File: src/rtl/bank_access_arbiter.sv
// Round-robin arbiter and phase sequencer for one SRAM word bank: grants one of two
// requesters, then walks the bank through decode, word-line-active and precharge recovery.
module bank_access_arbiter #(
  parameter int unsigned ADDR_W     = 10,
  parameter int unsigned WL_CYCLES  = 2,
  parameter int unsigned PRE_CYCLES = 1
) (
  input  logic              clk,
  input  logic              rst_n,
  input  logic              req0,
  input  logic [ADDR_W-1:0] addr0,
  input  logic              we0,
  output logic              ack0,
  input  logic              req1,
  input  logic [ADDR_W-1:0] addr1,
  input  logic              we1,
  output logic              ack1,
  output logic [ADDR_W-1:0] sel,
  output logic              wl_en,
  output logic              we_out,
  output logic              precharge,
  output logic              busy,
  output logic              grant_id
);

  // A zero cycle count is treated as one so every phase lasts at least a cycle.
  localparam int unsigned WlEff   = (WL_CYCLES == 0) ? 1 : WL_CYCLES;
  localparam int unsigned PreEff  = (PRE_CYCLES == 0) ? 1 : PRE_CYCLES;
  localparam logic [7:0]  WlLoad  = 8'(WlEff - 1);
  localparam logic [7:0]  PreLoad = 8'(PreEff - 1);

  typedef enum logic [1:0] {
    StIdle,
    StDecode,
    StActive,
    StRecover
  } state_e;

  state_e              state_q;
  logic [7:0]          cnt_q;
  logic                we_lat_q;
  logic                rr_ptr_q;
  logic [ADDR_W-1:0]   sel_q;
  logic                wl_en_q;
  logic                we_out_q;
  logic                precharge_q;
  logic                busy_q;
  logic                ack0_q;
  logic                ack1_q;
  logic                grant_id_q;

  logic any_req;
  logic winner;
  logic ack_fire;

  always_comb begin
    any_req = req0 | req1;
    if (req0 && req1) begin
      winner = rr_ptr_q;
    end else begin
      winner = req1;
    end
    // Ack is registered, so raise it on the edge that enters the final recovery cycle.
    ack_fire = ((state_q == StActive) && (cnt_q == 8'd0) && (PreLoad == 8'd0)) ||
               ((state_q == StRecover) && (cnt_q == 8'd1));
  end

  always_ff @(posedge clk or negedge rst_n) begin
    if (!rst_n) begin
      state_q     <= StIdle;
      cnt_q       <= 8'd0;
      we_lat_q    <= 1'b0;
      rr_ptr_q    <= 1'b0;
      sel_q       <= '0;
      wl_en_q     <= 1'b0;
      we_out_q    <= 1'b0;
      precharge_q <= 1'b1;
      busy_q      <= 1'b0;
      ack0_q      <= 1'b0;
      ack1_q      <= 1'b0;
      grant_id_q  <= 1'b0;
    end else begin
      ack0_q <= ack_fire & ~grant_id_q;
      ack1_q <= ack_fire & grant_id_q;
      unique case (state_q)
        StIdle: begin
          if (any_req) begin
            state_q     <= StDecode;
            sel_q       <= winner ? addr1 : addr0;
            we_lat_q    <= winner ? we1 : we0;
            grant_id_q  <= winner;
            rr_ptr_q    <= ~winner;
            busy_q      <= 1'b1;
            precharge_q <= 1'b0;
          end
        end
        StDecode: begin
          state_q  <= StActive;
          cnt_q    <= WlLoad;
          wl_en_q  <= 1'b1;
          we_out_q <= we_lat_q;
        end
        StActive: begin
          if (cnt_q == 8'd0) begin
            state_q     <= StRecover;
            cnt_q       <= PreLoad;
            wl_en_q     <= 1'b0;
            we_out_q    <= 1'b0;
            precharge_q <= 1'b1;
          end else begin
            cnt_q <= cnt_q - 8'd1;
          end
        end
        StRecover: begin
          if (cnt_q == 8'd0) begin
            state_q <= StIdle;
            busy_q  <= 1'b0;
          end else begin
            cnt_q <= cnt_q - 8'd1;
          end
        end
        default: begin
          state_q <= StIdle;
        end
      endcase
    end
  end

  assign ack0      = ack0_q;
  assign ack1      = ack1_q;
  assign sel       = sel_q;
  assign wl_en     = wl_en_q;
  assign we_out    = we_out_q;
  assign precharge = precharge_q;
  assign busy      = busy_q;
  assign grant_id  = grant_id_q;

endmodule

File: config.mk
export PLATFORM = sky130hd
export DESIGN_NAME = bank_access_arbiter
export DESIGN_NICKNAME = d
export VERILOG_FILES = /design/src/rtl/bank_access_arbiter.sv
export SDC_FILE = /design/constraint.sdc
export NUM_CORES = 1
export LEC_CHECK = 0
export ABC_AREA = 1
export CORE_UTILIZATION = 30
export DETAILED_ROUTE_END_ITERATION = 6
export DONT_BUFFER_PORTS = 1
export GPL_ROUTABILITY_DRIVEN = 0
export GPL_TIMING_DRIVEN = 0
export PLACE_DENSITY_LB_ADDON = 0.15
export SLEW_MARGIN = 20
export SYNTH_ARGS = -nofsm -noshare
export SYNTH_HDL_FRONTEND = slang
export SYNTH_SLANG_ARGS = --single-unit
File: constraint.sdc
create_clock -name clk -period 1.85 [get_ports clk]
set_input_delay 0.4625 -clock clk [delete_from_list [all_inputs] [get_ports clk]]
set_output_delay 0.4625 -clock clk [all_outputs]
set_load 0.03 [all_outputs]
-- Word level (Yosys, flattened, before mapping)
Index checks and enable logic that the tools add are counted.
- equal/unequal tests: 8
- bitwise operators: 5
- reduce and logical (&&, ||, !) cells: 16
- mux-type cells: 18
- add/sub/neg operators: 1
- operators with widths (kind ; count):
    $pmux 8 s3 ; 1
    $mux 8 ; 2
    $mux 10 ; 1
    $reduce_and 3->1 ; 3
    $eq 8x1->1 const B ; 1
    $logic_not 8->1 ; 1
    $pmux 1 s2 ; 4
    $pmux 2 s4 ; 1
    $sub 8x1->8 const B ; 1
    $mux 1 ; 6
    $mux 2 ; 3
    $reduce_and 2->1 ; 3
    $reduce_bool 2->1 ; 3
    $eq 2x2->1 const B ; 2
    $ne 2x1->1 const B ; 2
    $ne 2x2->1 const B ; 2
    $logic_and 1x1->1 ; 3
    $reduce_bool 3->1 ; 1
    $and 1x1->1 ; 2
    $eq 2x1->1 const B ; 1
    $logic_not 2->1 ; 1
    $not 1->1 ; 2
    $logic_or 1x1->1 ; 1
    $or 1x1->1 ; 1
- bits in registers: 29
- output and inout bits: 17
- bits of input ports: 26
- word-level logic and storage cells: 60

-- Depth between registers and ports, before layout
Gate-level depths: netlist of the first run.
- word-level depth: 4
- depth in mapped cells: 10
- depth with buffers taken out: 9

-- Worst setup path before layout of the first run
OpenSTA, ideal clock, no wires.
- path kind: reg2reg
- start point: register state_q[0]
- end point: register sel_q[0] (netlist: sel[0])
- arrival time: 1.308 ns
- setup slack: 0.400 ns
- clock period less this slack: 1.450 ns
- required time: 1.708 ns
- cell stages (with the launch flop): 9
- library setup time: 0.142 ns
- buffers on the path: 1
- cells stage by stage: dfrtp_1 inv_1 ha_1 inv_1 a21oi_1 inv_1 clkbuf_1 nand2_1 o221ai_1
- word-level cells in the longest chain between the ends: 2
- RTL lines (element ; RTL line ; source):
    start, declared ; 39 ; state_e state_q;
    start signal, assigned ; 70 ; state_q <= StIdle;
    start signal, assigned ; 88 ; state_q <= StDecode;
    start signal, assigned ; 98 ; state_q <= StActive;
    $logic_not 2->1 ; 85 ; unique case (state_q)
    $reduce_and 2->1 (no line) ; - ;
    end signal, assigned ; 89 ; sel_q <= winner ? addr1 : addr0;
    end, declared ; 43 ; logic [ADDR_W-1:0] sel_q;
No other way between the ends.
A chain may end at the register's enable or synchronous reset.

-- Final worst setup path of the first run
- start point: register state_q[0]
- end point: register sel_q[4] (netlist: sel[4])
The elaborated chain is that of the path after synthesis.

==> results of run 1 <==
[cell type report]
type / instances / area (um^2) / area share
plain buffers: 4 / 23.8 / 0.0137
clock buffers: 7 / 96.3 / 0.0554
clock inverters: 1 / 5.00 / 0.00288
inverters: 39 / 146 / 0.0842
multi-input cells: 112 / 616 / 0.354
flip-flops and latches: 29 / 727 / 0.418
well taps: 67 / 83.8 / 0.0482
repair buffers: 3 / 40.0 / 0.0230
[power by group through the flow]
stage	combinational [mW]	sequential, mW	clock (mW)
floorplan	1.14	1.41	0
global placement	1.35	1.48	0
detailed placement	1.40	1.48	0
CTS	1.43	1.47	0.612
global route	1.65	1.50	0.627
finish	1.43	1.47	0.585
[per-stage QoR]
step / hold WS [ns] / util
2_1_floorplan: 0.167 / -
3_3_place_gp: 0.168 / 0.333
3_5_place_dp: 0.168 / 0.333
4_1_cts: 0.00760 / 0.360
5_1_grt: 0.366 / 0.363
6_report: 0.370 / 0.363
[cells in the final DEF (no fill, tap or decap)]
| cell | Yosys | routed |
|---|---|---|
| inv_1 | 39 | 39 |
| nand2_1 | 38 | 38 |
| dfrtp_1 | 28 | 28 |
| nor2_1 | 16 | 16 |
| nand3_1 | 12 | 12 |
| o221ai_1 | 11 | 11 |
| a21oi_1 | 9 | 9 |
| clkbuf_8 | 0 | 7 |
| ha_1 | 7 | 6 |
| o21ai_1 | 5 | 5 |
| o21ai_0 | 3 | 3 |
| nand2_2 | 2 | 2 |
| o211ai_1 | 2 | 2 |
| clkbuf_1 | 3 | 2 |
| nor3_1 | 2 | 2 |
| dlygate4sd3_1 | 0 | 2 |
| nor2_2 | 1 | 1 |
| clkbuf_2 | 0 | 1 |
| o21ai_4 | 1 | 1 |
| buf_6 | 1 | 1 |
| or2_1 | 1 | 1 |
| o31ai_1 | 1 | 1 |
| nor3b_1 | 1 | 1 |
| ha_2 | 0 | 1 |
| clkinv_2 | 0 | 1 |
| buf_12 | 0 | 1 |
| dfstp_2 | 1 | 1 |
[state kept, by name, indices dropped and copies added (netlist names)]
name	count
ack0	1
rr_ptr_q	1
wl_en	1
we_lat_q	1
grant_id	1
sel	10
cnt_q	8
we_out	1
state_q	2
precharge	1
ack1	1
busy	1
[repair_timing]
item | in CTS | in global routing
hold endpoints to repair | 28 | 1
gates resized for setup | 0 | 3
endpoints found under the setup margin | 0 | 10
hold buffers | 2 | 1
[Yosys cell counts (all sizes together)]
| master | count | area [um^2] |
|---|---|---|
| o21ai | 9 | 56.3 |
| dfrtp | 28 | 701 |
| o221ai | 11 | 96.3 |
| dfstp | 1 | 26.3 |
| a21oi | 9 | 45.0 |
| nor3b | 1 | 7.51 |
| or2 | 1 | 6.26 |
| buf | 1 | 11.3 |
| inv | 39 | 146 |
| nand2 | 40 | 155 |
| ha | 7 | 87.6 |
| clkbuf | 3 | 11.3 |
| o31ai | 1 | 7.51 |
| nor3 | 2 | 10.0 |
| nor2 | 17 | 66.3 |
| nand3 | 12 | 60.1 |
| o211ai | 2 | 15.0 |
[cell families (layout without fill, tap and decap cells)]
kind of cell / after synthesis / in the layout
AOI/OAI and AO/OA: 32 / 32
adders and majority gates: 7 / 7
buffers and inverters: 43 / 54
DFF: 29 / 29
and+or+nand+nor: 73 / 73
[per-layer routing]
metal / routed length, um / share of wire
met5: 0 / 0
met4: 53 / 0.015
met3: 211 / 0.061
met2: 1640 / 0.47
met1: 1560 / 0.45
[final timing paths]
path                             from        end  slack [ns]  cells past startpoint
max                        state_q[0]     sel[4]        0.18                      8
min reg2reg                  we_lat_q   we_lat_q        0.51                      2
min in group asynchronous       rst_n  precharge        0.57                      1
max in group asynchronous       rst_n     sel[2]        1.06                      2
min                          addr0[6]     sel[6]        0.37                      2
max reg2reg                state_q[0]     sel[4]        0.18                      8
==> key figures, run 1 <==
Outcome
  – Outcome: completed

GRT
  – GR Util met1: 0.172
  – Met3 Usage GRT: 0.0442
  – Overflow after GRT: 0
  – Top Usage Layer GRT: met2
  – Met2 global-route usage: 0.221
  – Number of global-route vias before repair: 1159
  – First-pass GRT wire length: 5450 um
  – Gr usage total: 0.139
  – Initial antenna violation count: 0
  – Largest net degree at the start of global routing: 29

Clock tree
  – Clock root buffer: clkbuf_8
  – CTS buffer count: 5
  – Max clock buf depth: 2
  – Setup repair bufs after CTS: 0
  – CTS tree: yes
  – Worst-Skew Late Latency: 0.28 ns
  – H-tree levels: 2
  – Clk pin slew, worst setup/hold paths: 0.06 ns
  – Clock sinks: 29

Power
  – Maximum VDD drop: 0.000718 V
  – Pint: 1.80 mW
  – Power Density: 2000 nW/um^2
  – Combinational power share: 0.410
  – Reg power frac: 0.422
  – NetSw: 1.69 mW
  – Sw frac: 0.484
  – Overall Power: 3.48 mW
  – Clock power share: 0.168
  – Leakage power of the design: 0.918 nW

Synth
  – Mean area per synthesized cell: 8.20 um^2
  – Post-synthesis simple-gate area fraction: 0.202
  – Post-Syn Nets: 217
  – Post-synthesis compound-gate area fraction: 0.146
  – Post-synthesis cell area: 1510 um^2
  – Largest family of logic cells by synthesized area: simple AND/OR/NAND/NOR gates
  – Cell count after synthesis: 184
  – Yosys cell types: 21
  – Synth warn: 0
  – Sequential share of the synthesized area: 0.482
  – Mux share of post-synthesis cell area: 0
  – Post-Synth XOR/XNOR Area: 0
  – Adder-cell area share of the yosys netlist: 0.0580
  – Yosys reg bits: 29

Detailed routing
  – Via count: 1248
  – WL final: 3470 um
  – Routed len/inst: 13.2 um
  – Via density: 4.76
  – # DRC: 0
  – Pre-antenna DRT Iters: 4
  – Antenna-violating nets left: 0
  – 1st-iter DRT viols: 55

Cells and area
  – Synthesis-to-finish area growth: 15.2%
  – Share of layout cells above drive strength 1: 0.0872
  – Fin cells: 262
  – Ant. Diodes: 0
  – Fillers: 502
  – Cell area after layout: 1740 um^2
  – Number of nets in the layout: 227

STA
  – Number of max-slew violations in the final report: 0
  – RSZ-0062 raised after global routing: false
  – Setup TNS: 0 ns
  – Clock Skews: 0.00846 ns
  – Final setup vio count: 0
  – Period Utilization, post-route: 0.901
  – Final worst path period need: 1.67 ns
  – Slew Limit Headroom: 0.683
  – Worst Tran Pin Value: 0.475 ns
  – PnR worst setup slack: 0.182 ns
  – Highest Clock Rate: 600 MHz
  – Final hold violations: 0

Setup path
  – Crit path max-delay cell type: dfrtp_1
  – Worst setup EP type: flip-flop
  – Crit path required time: 1.98 ns
  – Max incr delay on CP: 0.41 ns
  – Worst-path cell chain: inv_1 -> ha_2 -> inv_1 -> a21oi_1 -> inv_1 -> clkbuf_2 -> nand2_1 -> o221ai_1
  – Cell family with most CP delay: buffers and inverters
  – Crit path buffers/inverters: 4
  – CP max FO: 10
  – CP Class: reg2reg
  – Startpoint Class: flip-flop
  – Most used cell, CP: inv_1
  – Crit path DAT: 1.80 ns

Die
  – FP Rows: 25
  – Die H: 72.9 um
  – Area of the core: 4790 um^2
  – IO Pins: 43
  – Die area: 5320 um^2
  – Starting Density: 0.315
  – Die width: 72.9 um

Placement
  – Placed cell count: 251
  – HPWL after DPL: 2460 um
  – PortBufs: 0
  – Area of placed instances: 1590 um^2
  – Post-Place Setup Slack: 0.0758 ns

Hold path
  – Hold crit path type: in2reg

Run
  – MaxCap Viol Count: 0
(Power assumes the default switching activity.)
==> run 2, diff against run 1 <==
Settings changed: CTS_CLUSTER_SIZE set to 24.
==> results of run 2 <==
No change in the layout: final DEF, timing and power equal those of run 1.
==> run 3, diff against run 2 <==
Settings changed: ABC_CLOCK_PERIOD_IN_PS set to 2170.
Clock period 1.85 ns to 2.17 ns, I/O delays scaled along.
==> run 3 against run 2 <==
- sequential share of layout area increased by 0.58 points
- non-clock buffer count decreased by 2
- first-iteration DRC count up 53%
- setup slack better by 0.26 ns
- utilization fell by 0.50 points
- final area shrank 1.4%
- final cell count down 0.76%
- wire length is 0.58% lower
- via count fell by 1.2%
- register-to-register slack gained 0.26 ns
- combinational power decreased by 16%
- hold slack got worse by 0.30 ns
==> key figures, run 3 (same netlist as run 1, synthesis figures left out) <==
Setup path
  – CP Class: reg2reg (unchanged)
  – Crit path required time: 2.30 ns (was 1.98 ns)
  – Most used cell, CP: inv_1 (unchanged)
  – Max incr delay on CP: 0.41 ns (about the same)
  – Reg2reg start: state_q[0] (unchanged)
  – Crit path DAT: 1.86 ns (was 1.80 ns)
  – CP max FO: 10 (unchanged)
  – Worst setup EP type: flip-flop (unchanged)
  – Startpoint Class: flip-flop (unchanged)
  – Reg2Reg Depth: 8 (unchanged)
  – Reg2reg end: sel[9] (was sel[4])
  – R2R setup slack: 0.44 ns (was 0.18 ns)
  – Worst-path cell chain: inv_1 -> ha_1 -> inv_1 -> a21oi_1 -> inv_1 -> clkbuf_1 -> nand2_1 -> o221ai_1 (was inv_1 -> ha_2 -> inv_1 -> a21oi_1 -> inv_1 -> clkbuf_2 -> nand2_1 -> o221ai_1)
  – Crit path max-delay cell type: dfrtp_1 (unchanged)

STA
  – RSZ-0062 raised after global routing: false (unchanged)
  – Number of max-slew violations in the final report: 0 (unchanged)
  – PnR worst setup slack: 0.445 ns (was 0.182 ns)
  – Clock Skews: 0.0103 ns (was 0.00846 ns)
  – Final setup vio count: 0 (unchanged)
  – Slew Limit Headroom: 0.662 (was 0.683)
  – Highest Clock Rate: 580 MHz (was 600 MHz)
  – Setup TNS: 0 ns (unchanged)
  – Final hold violations: 0 (unchanged)
  – Period Utilization, post-route: 0.795 (was 0.901)
  – Final worst path period need: 1.73 ns (was 1.67 ns)
  – Worst Tran Pin Value: 0.508 ns (was 0.475 ns)

Cells and area
  – Ant. Diodes: 0 (unchanged)
  – Fillers: 506 (was 502)
  – Largest register FFs: 10 (unchanged)
  – Number of nets in the layout: 225 (was 227)
  – Most common cell after layout, fill and taps aside: inv_1 (unchanged)
  – Cell area after layout: 1710 um^2 (was 1740 um^2)
  – Layout Utilization: 0.358 (was 0.363)
  – Most frequent cells in the layout: 39 x inv_1, 38 x nand2_1, 28 x dfrtp_1, 16 x nor2_1, 12 x nand3_1 (unchanged)
  – Synthesis-to-finish area growth: 13.6% (was 15.2%)
  – Share of layout cells above drive strength 1: 0.0777 (was 0.0872)

Detailed routing
  – Via density: 4.74 (was 4.76)
  – # DRC: 0 (unchanged)
  – Pre-antenna DRT Iters: 4 (unchanged)
  – Via count: 1233 (was 1248)
  – 1st-iter DRT viols: 84 (was 55)
  – WL final: 3450 um (was 3470 um)
  – Antenna-violating nets left: 0 (unchanged)
  – Routed len/inst: 13.3 um (was 13.2 um)

Die
  – Die H: 72.9 um (unchanged)
  – Area of the core: 4790 um^2 (unchanged)
  – IO Pins: 43 (unchanged)
  – FP Rows: 25 (unchanged)
  – Starting Density: 0.315 (unchanged)
  – Die width: 72.9 um (unchanged)
  – Die area: 5320 um^2 (unchanged)

Placement
  – Area of placed instances: 1590 um^2 (unchanged)
  – PortBufs: 0 (unchanged)
  – Post-Place Setup Slack: 0.396 ns (was 0.0758 ns)
  – HPWL after DPL: 2460 um (unchanged)

Hold path
  – Hold crit path type: in2async (was in2reg)

GRT
  – Largest net degree at the start of global routing: 29 (unchanged)
  – Overflow after GRT: 0 (unchanged)
  – Gr usage total: 0.139 (about the same)
  – Initial antenna violation count: 0 (unchanged)
  – Number of global-route vias before repair: 1151 (was 1159)
  – First-pass GRT wire length: 5420 um (was 5450 um)

Clock tree
  – Clk pin slew, worst setup/hold paths: 0.07 ns (was 0.06 ns)
  – Clock sinks: 29 (unchanged)
  – Clock root buffer: clkbuf_8 (unchanged)
  – Max clock buf depth: 2 (unchanged)
  – CTS buffer count: 5 (unchanged)
  – CTS tree: yes (unchanged)
  – Worst-Skew Late Latency: 0.28 ns (about the same)
  – H-tree levels: 2 (unchanged)
  – Post-CTS sizing: 0 (unchanged)

Power
  – Leakage power of the design: 0.908 nW (was 0.918 nW)
  – Maximum VDD drop: 0.000610 V (was 0.000718 V)
  – Overall Power: 2.95 mW (was 3.48 mW)
  – Power Density: 1720 nW/um^2 (was 2000 nW/um^2)

Outcome
  – Outcome: completed (unchanged)

Run
  – MaxCap Viol Count: 0 (unchanged)
==> run 3: cell types whose count changed in the layout (fill, tap and decap cells not counted), sizes merged <==
cell and change:
dlygate4sd3 -2
==> run 3: cell type report <==
type,instances,area [um^2],share of cell area
clock inverters,1,5.00,0.00292
flip-flops and latches,29,727,0.424
repair buffers,1,20.0,0.0117
well taps,67,83.8,0.0489
clock buffers,7,96.3,0.0562
inverters,39,146,0.0854
multi-input cells,112,613,0.358
plain buffers,4,22.5,0.0131
==> run 3: layer usage <==
metal	global-route usage	vias up	routed length, um
met5	0	-	0
met4	0.0654	0	48
met3	0.0442	5	217
met2	0.219	42	1640
met1	0.172	584	1540
li1	-	602	-
==> run 3: critical path: cells and delay by family (launching register included) <==
kind,cells,cell delay [ns]
flops,1,0.41
simple gates,1,0.12
compound gates,2,0.31
buf+inv,4,0.46
fa+ha+maj,1,0.27
==> run 3: power by group <==
| part | internal (mW) | total, mW | leakage [nW] | switching [mW] |
|---|---|---|---|---|
| clock | 0.286 | 0.500 | 0.0542 | 0.214 |
| sequential | 0.785 | 1.25 | 0.360 | 0.467 |
| combinational | 0.450 | 1.20 | 0.494 | 0.752 |
==> run 3: per-stage QoR <==
stage,cells,hold WS [ns]
6_report,260,0.0730
5_1_grt,260,0.0783
4_1_cts,260,0.0782
3_5_place_dp,251,0.248
3_3_place_gp,251,0.248
2_1_floorplan,184,0.247
==> run 3: worst max path at each step <==
stage                     from        to  slack (ns)  cells past startpoint
global route        state_q[0]    sel[4]        0.20                      8
floorplan           state_q[0]    sel[0]        0.72                      8
finish              state_q[0]    sel[9]        0.44                      8
CTS                 state_q[0]    sel[4]        0.39                      8
global placement    state_q[0]  we_lat_q        0.47                      8
detailed placement  state_q[0]    sel[4]        0.40                      8
==> run 3: what timing repair did <==
item | CTS | global route
endpoints found under the hold margin | 28 | 0
setup endpoints to repair | 0 | 0
hold buffers | 1 | 0
setup buffers | 0 | 0
==> RTL edit 1 (config.mk and constraints of run 1) <==
Reset style: synchronous (`rst_n`), changed in one clocked block.
--- a/src/rtl/bank_access_arbiter.sv
+++ b/src/rtl/bank_access_arbiter.sv
@@ -65,7 +65,7 @@
                ((state_q == StRecover) && (cnt_q == 8'd1));
   end
 
-  always_ff @(posedge clk or negedge rst_n) begin
+  always_ff @(posedge clk) begin
     if (!rst_n) begin
       state_q     <= StIdle;
       cnt_q       <= 8'd0;
Function: differs if rst_n is asserted again (counterexample within 4 cycles, from zero or initial values and one cycle with rst_n low); with rst_n held inactive, the same outputs for 10 cycles.
==> RTL edit 1 against run 1 <==
- synthesized area up 1.9%
- routed wire length down 5.5%
- final area down 0.86%
- synthesized cell count increased by 14%
- fmax rose by 6.2%
- clock skew down 0.0047 ns
- worst setup slack improved by 0.097 ns
- non-clock buffer count is 3 lower
- total power fell by 0.79%
- sequential cell count unchanged
- largest cell class is now multi-input gates
- critical path depth down 1
- die area increased by 1.9%
==> RTL edit 1: results (changes against run 1) <==
[finish]
fin_nets = 250  ; was 227
drive_above_1_share_pct = 16.6  ; was 8.72%
fillCellCount = 527  ; was 502
syn_to_final_growth_pct = 12.0  ; was 15.2%

[hold_path]
hp-start = rst_n  ; was addr0[6]

[place]
dpl_cell_area_um2 = 1620  ; was 1590 µm²
hpwl_um = 2440  ; was 2460 µm

[yosys]
synth_fa_ha_area_share_pct = 6.51  ; was 5.80%
synth_area_leaders = dfxtp_1 (38%), nand2_1 (15%), ha_1 (6.5%)  ; was dfrtp_1 (46%), inv_1 (9.7%), nand2_1 (9.5%)
synth_compound_area_share_pct = 15.8  ; was 14.6%
synth_common_cells = nand2_1 (62), dfxtp_1 (29), inv_1 (26)  ; was inv_1 (39), nand2_1 (38), dfrtp_1 (28)
seq_area_frac_synth_pct = 37.8  ; was 48.2%
synth_cell_types = 27  ; was 21
synth_edf_count = 0  ; unchanged
async_flop_share_pct = 0  ; was 100%
ys.flop_type = dfxtp_1  ; was dfrtp_1
syn-num-nets = 243  ; was 217

[grt]
grt_pass1_vias = 1170  ; was 1159
grt_pass1_wl_um = 5540  ; was 5450 µm
grt_max_degree = 11  ; was 29
grt.total_usage_pct = 13.5  ; was 13.9%

[power]
ir_drop_mv = 0.793  ; was 0.718 mV
leakagePower_nw = 0.742  ; was 0.918 nW

[drt]
drt_first_pass_iters = 4  ; unchanged
wl_met3_um = 168  ; was 211 µm
wl_met1_um = 1640  ; was 1560 µm
viasPerCell = 4.45  ; was 4.76
met2_length_um = 1420  ; was 1640 µm
drtIter0Drc = 48  ; was 55
wl_per_cell_um = 11.5  ; was 13.2 µm

[status]
outcome = completed  ; unchanged

[cts]
postCtsHoldBufs = 0  ; was 2
clk_pin_slew_ns = 0.06  ; about the same
ctsResizeCount = 0  ; unchanged

[setup_path]
r2r_start = state_q[0]  ; unchanged
crit_arrival_ns = 1.77  ; was 1.80 ns
crit_fanout = 10  ; unchanged

[sta]
skew_ns = 0.00373  ; was 0.00846 ns
slew_headroom_pct = 69.3  ; was 68.3%

==> RTL edit 1: kinds of logic (layout without fill, tap and decap cells) <==
family	count (synthesis)	count (layout)
flip-flops	29	29
buffers and inverters	33	41
adder cells (fa/ha/maj)	8	8
AO/OA/AOI/OAI	37	37
AND/OR/NAND/NOR	102	102
==> RTL edit 1: layer usage <==
layer,vias up,track usage (%)
li1,689,-
met2,26,18.3
met4,0,6.41
met3,4,4.53
met5,-,0
met1,544,18.9
==> RTL edit 1: cell type report <==
cell class                      count  share of cell area [%]
Buffer                              4                    1.45
Clock buffer                        7                    5.59
Clock inverter                      1                   0.290
Inverter                           29                    6.32
Multi-Input combinational cell    147                    47.8
Sequential cell                    29                    33.7
Tap cell                           67                    4.87
==> RTL edit 1: through the flow <==
stage / setup WS (ns) / instances
final: 0.279 / 284
after global routing: 0.0659 / 284
after CTS: 0.260 / 284
after detailed placement: 0.283 / 276
after global placement: 0.297 / 276
after floorplan: 0.520 / 209
==> RTL edit 1: worst max-delay path: stages, from the launching register on <==
cell	delay, ns
dfxtp_1	0.35
inv_1	0.11
ha_1	0.19
inv_1	0.12
nor2_1	0.21
buf_2	0.27
nand2_1	0.08
a31oi_1	0.16
==> RTL edit 1: worst paths after layout <==
| path | endpoint | slack [ns] | depth (start not counted) |
|---|---|---|---|
| min reg2reg | rr_ptr_q | 0.48 | 2 |
| min | precharge | 0.30 | 1 |
| max reg2reg | sel[4] | 0.28 | 7 |
| max | sel[4] | 0.28 | 7 |
==> RTL edit 1: report_power, final <==
| group | total (mW) | switching, mW | internal, mW |
|---|---|---|---|
| clock | 0.582 | 0.246 | 0.336 |
| combinational | 1.66 | 1.06 | 0.595 |
| sequential | 1.21 | 0.374 | 0.839 |
| total | 3.45 | 1.68 | 1.77 |
==> RTL edit 2 (settings of run 1) <==
Made on the original files. The parameter `ADDR_W` goes from 10 to 11.
--- a/src/rtl/bank_access_arbiter.sv
+++ b/src/rtl/bank_access_arbiter.sv
@@ -1,7 +1,7 @@
 // Round-robin arbiter and phase sequencer for one SRAM word bank: grants one of two
 // requesters, then walks the bank through decode, word-line-active and precharge recovery.
 module bank_access_arbiter #(
-  parameter int unsigned ADDR_W     = 10,
+  parameter int unsigned ADDR_W     = 11,
   parameter int unsigned WL_CYCLES  = 2,
   parameter int unsigned PRE_CYCLES = 1
 ) (
Ports: changed (resized addr0, addr1 and sel); port bits go from 43 to 46. The function was not compared with the original's and may differ.
==> RTL edit 2 against run 1 <==
- non-clock buffer count decreased by 3
- routed wire length decreased by 5.3%
- synthesized area grew 4.6%
- final area increased by 2.0%
- final cell count is 3.4% higher
- total power down 0.89%
- worst setup slack improved by 0.050 ns
- via count is 2.3% lower
- sequential cell count rose by 1
- clock power is 16% lower
- critical path type unchanged
- highest routed layer unchanged
==> RTL edit 2: results (changes against run 1) <==
[cts]
postCtsHoldBufs = 1  ; was 2

[status]
outcome = completed  ; unchanged

[finish]
postLayoutCoreUtil_pct = 34.9  ; was 36.3%
multi_input_gates = 114  ; was 112
clk_share_pct = 4.45  ; was 5.83%
regArea_um2 = 752  ; was 727 µm²
multi_input_area_share_pct = 36.5  ; was 35.4%
clock_buffers = 5  ; was 7
drive_above_1_share_pct = 10.9  ; was 8.72%
fin_nets = 236  ; was 227
buf_share_pct = 1.98  ; was 3.67%
largest_reg_flops = 11  ; was 10
n_all_inverters = 46  ; was 39

[yosys]
synth_area_leaders = dfrtp_1 (46%), nand2_1 (11%), inv_1 (10%)  ; was dfrtp_1 (46%), inv_1 (9.7%), nand2_1 (9.5%)
seq_area_frac_synth_pct = 47.6  ; was 48.2%
synth_cell_types = 25  ; was 21
synthCells = 193  ; was 184

[drt]
met2_length_um = 1500  ; was 1640 µm
wl_met1_um = 1570  ; was 1560 µm
viasPerCell = 4.50  ; was 4.76
drtIter0Drc = 48  ; was 55
wl_met3_um = 176  ; was 211 µm
wl_per_cell_um = 12.1  ; was 13.2 µm

[place]
placed_cells = 263  ; was 251
hpwl_um = 2440  ; was 2460 µm
pre_cts_ws_ns = 0.0586  ; was 0.0758 ns
dpl_cell_area_um2 = 1670  ; was 1590 µm²

[grt]
grt.total_usage_pct = 12.5  ; was 13.9%
grt_pass1_vias = 1070  ; was 1159
use_met1_pct = 18.3  ; was 17.2%
grt_pass1_wl_um = 5150  ; was 5450 µm

[sta]
skew_ns = 0.00354  ; was 0.00846 ns
finalCritPeriodShare_pct = 87.4  ; was 90.1%
timing.hold.ws_ns = 0.00554  ; was 0.370 ns
tightest_slew_ns = 0.360  ; was 0.475 ns

[hold_path]
hold_path_class = input pin to async pin  ; was input pin to flip-flop

[setup_path]
r2r_start = state_q[1]  ; was state_q[0]
r2r_slack_ns = 0.23  ; was 0.18 ns

[power]
ir_drop_mv = 0.703  ; was 0.718 mV

==> RTL edit 2: cell types whose count changed after synthesis, sizes merged <==
cell / change
nand4: +1
buf: +1
nor3: -1
clkbuf: -2
o21ai: -1
or2: -1
nor2: -3
o221ai: +1
inv: +7
nand2: +8
xor2: +2
a21oi: -2
dfrtp: +1
nand3: -2
==> RTL edit 2: cells by family (layout without fill, tap and decap cells) <==
kind of cell	Yosys count	in the layout	share of synthesized area, %
AOI/OAI and AO/OA	30	30	13.5
xor gates and xnor gates	2	2	1.11
adders and majority gates	7	7	5.55
buffers and inverters	49	57	11.8
DFF	30	30	47.6
and+or+nand+nor	75	75	20.4
==> RTL edit 2: critical path, delay by kind of cell (launching register included) <==
kind | cells | cell delay [ns]
compound gates | 2 | 0.27
fa+ha+maj | 1 | 0.24
buf+inv | 4 | 0.48
simple gates | 1 | 0.10
flops | 1 | 0.41
==> RTL edit 2: power by group <==
group	switching [mW]	internal (mW)
registers	0.568	0.957
clock network	0.238	0.252
logic	0.910	0.525
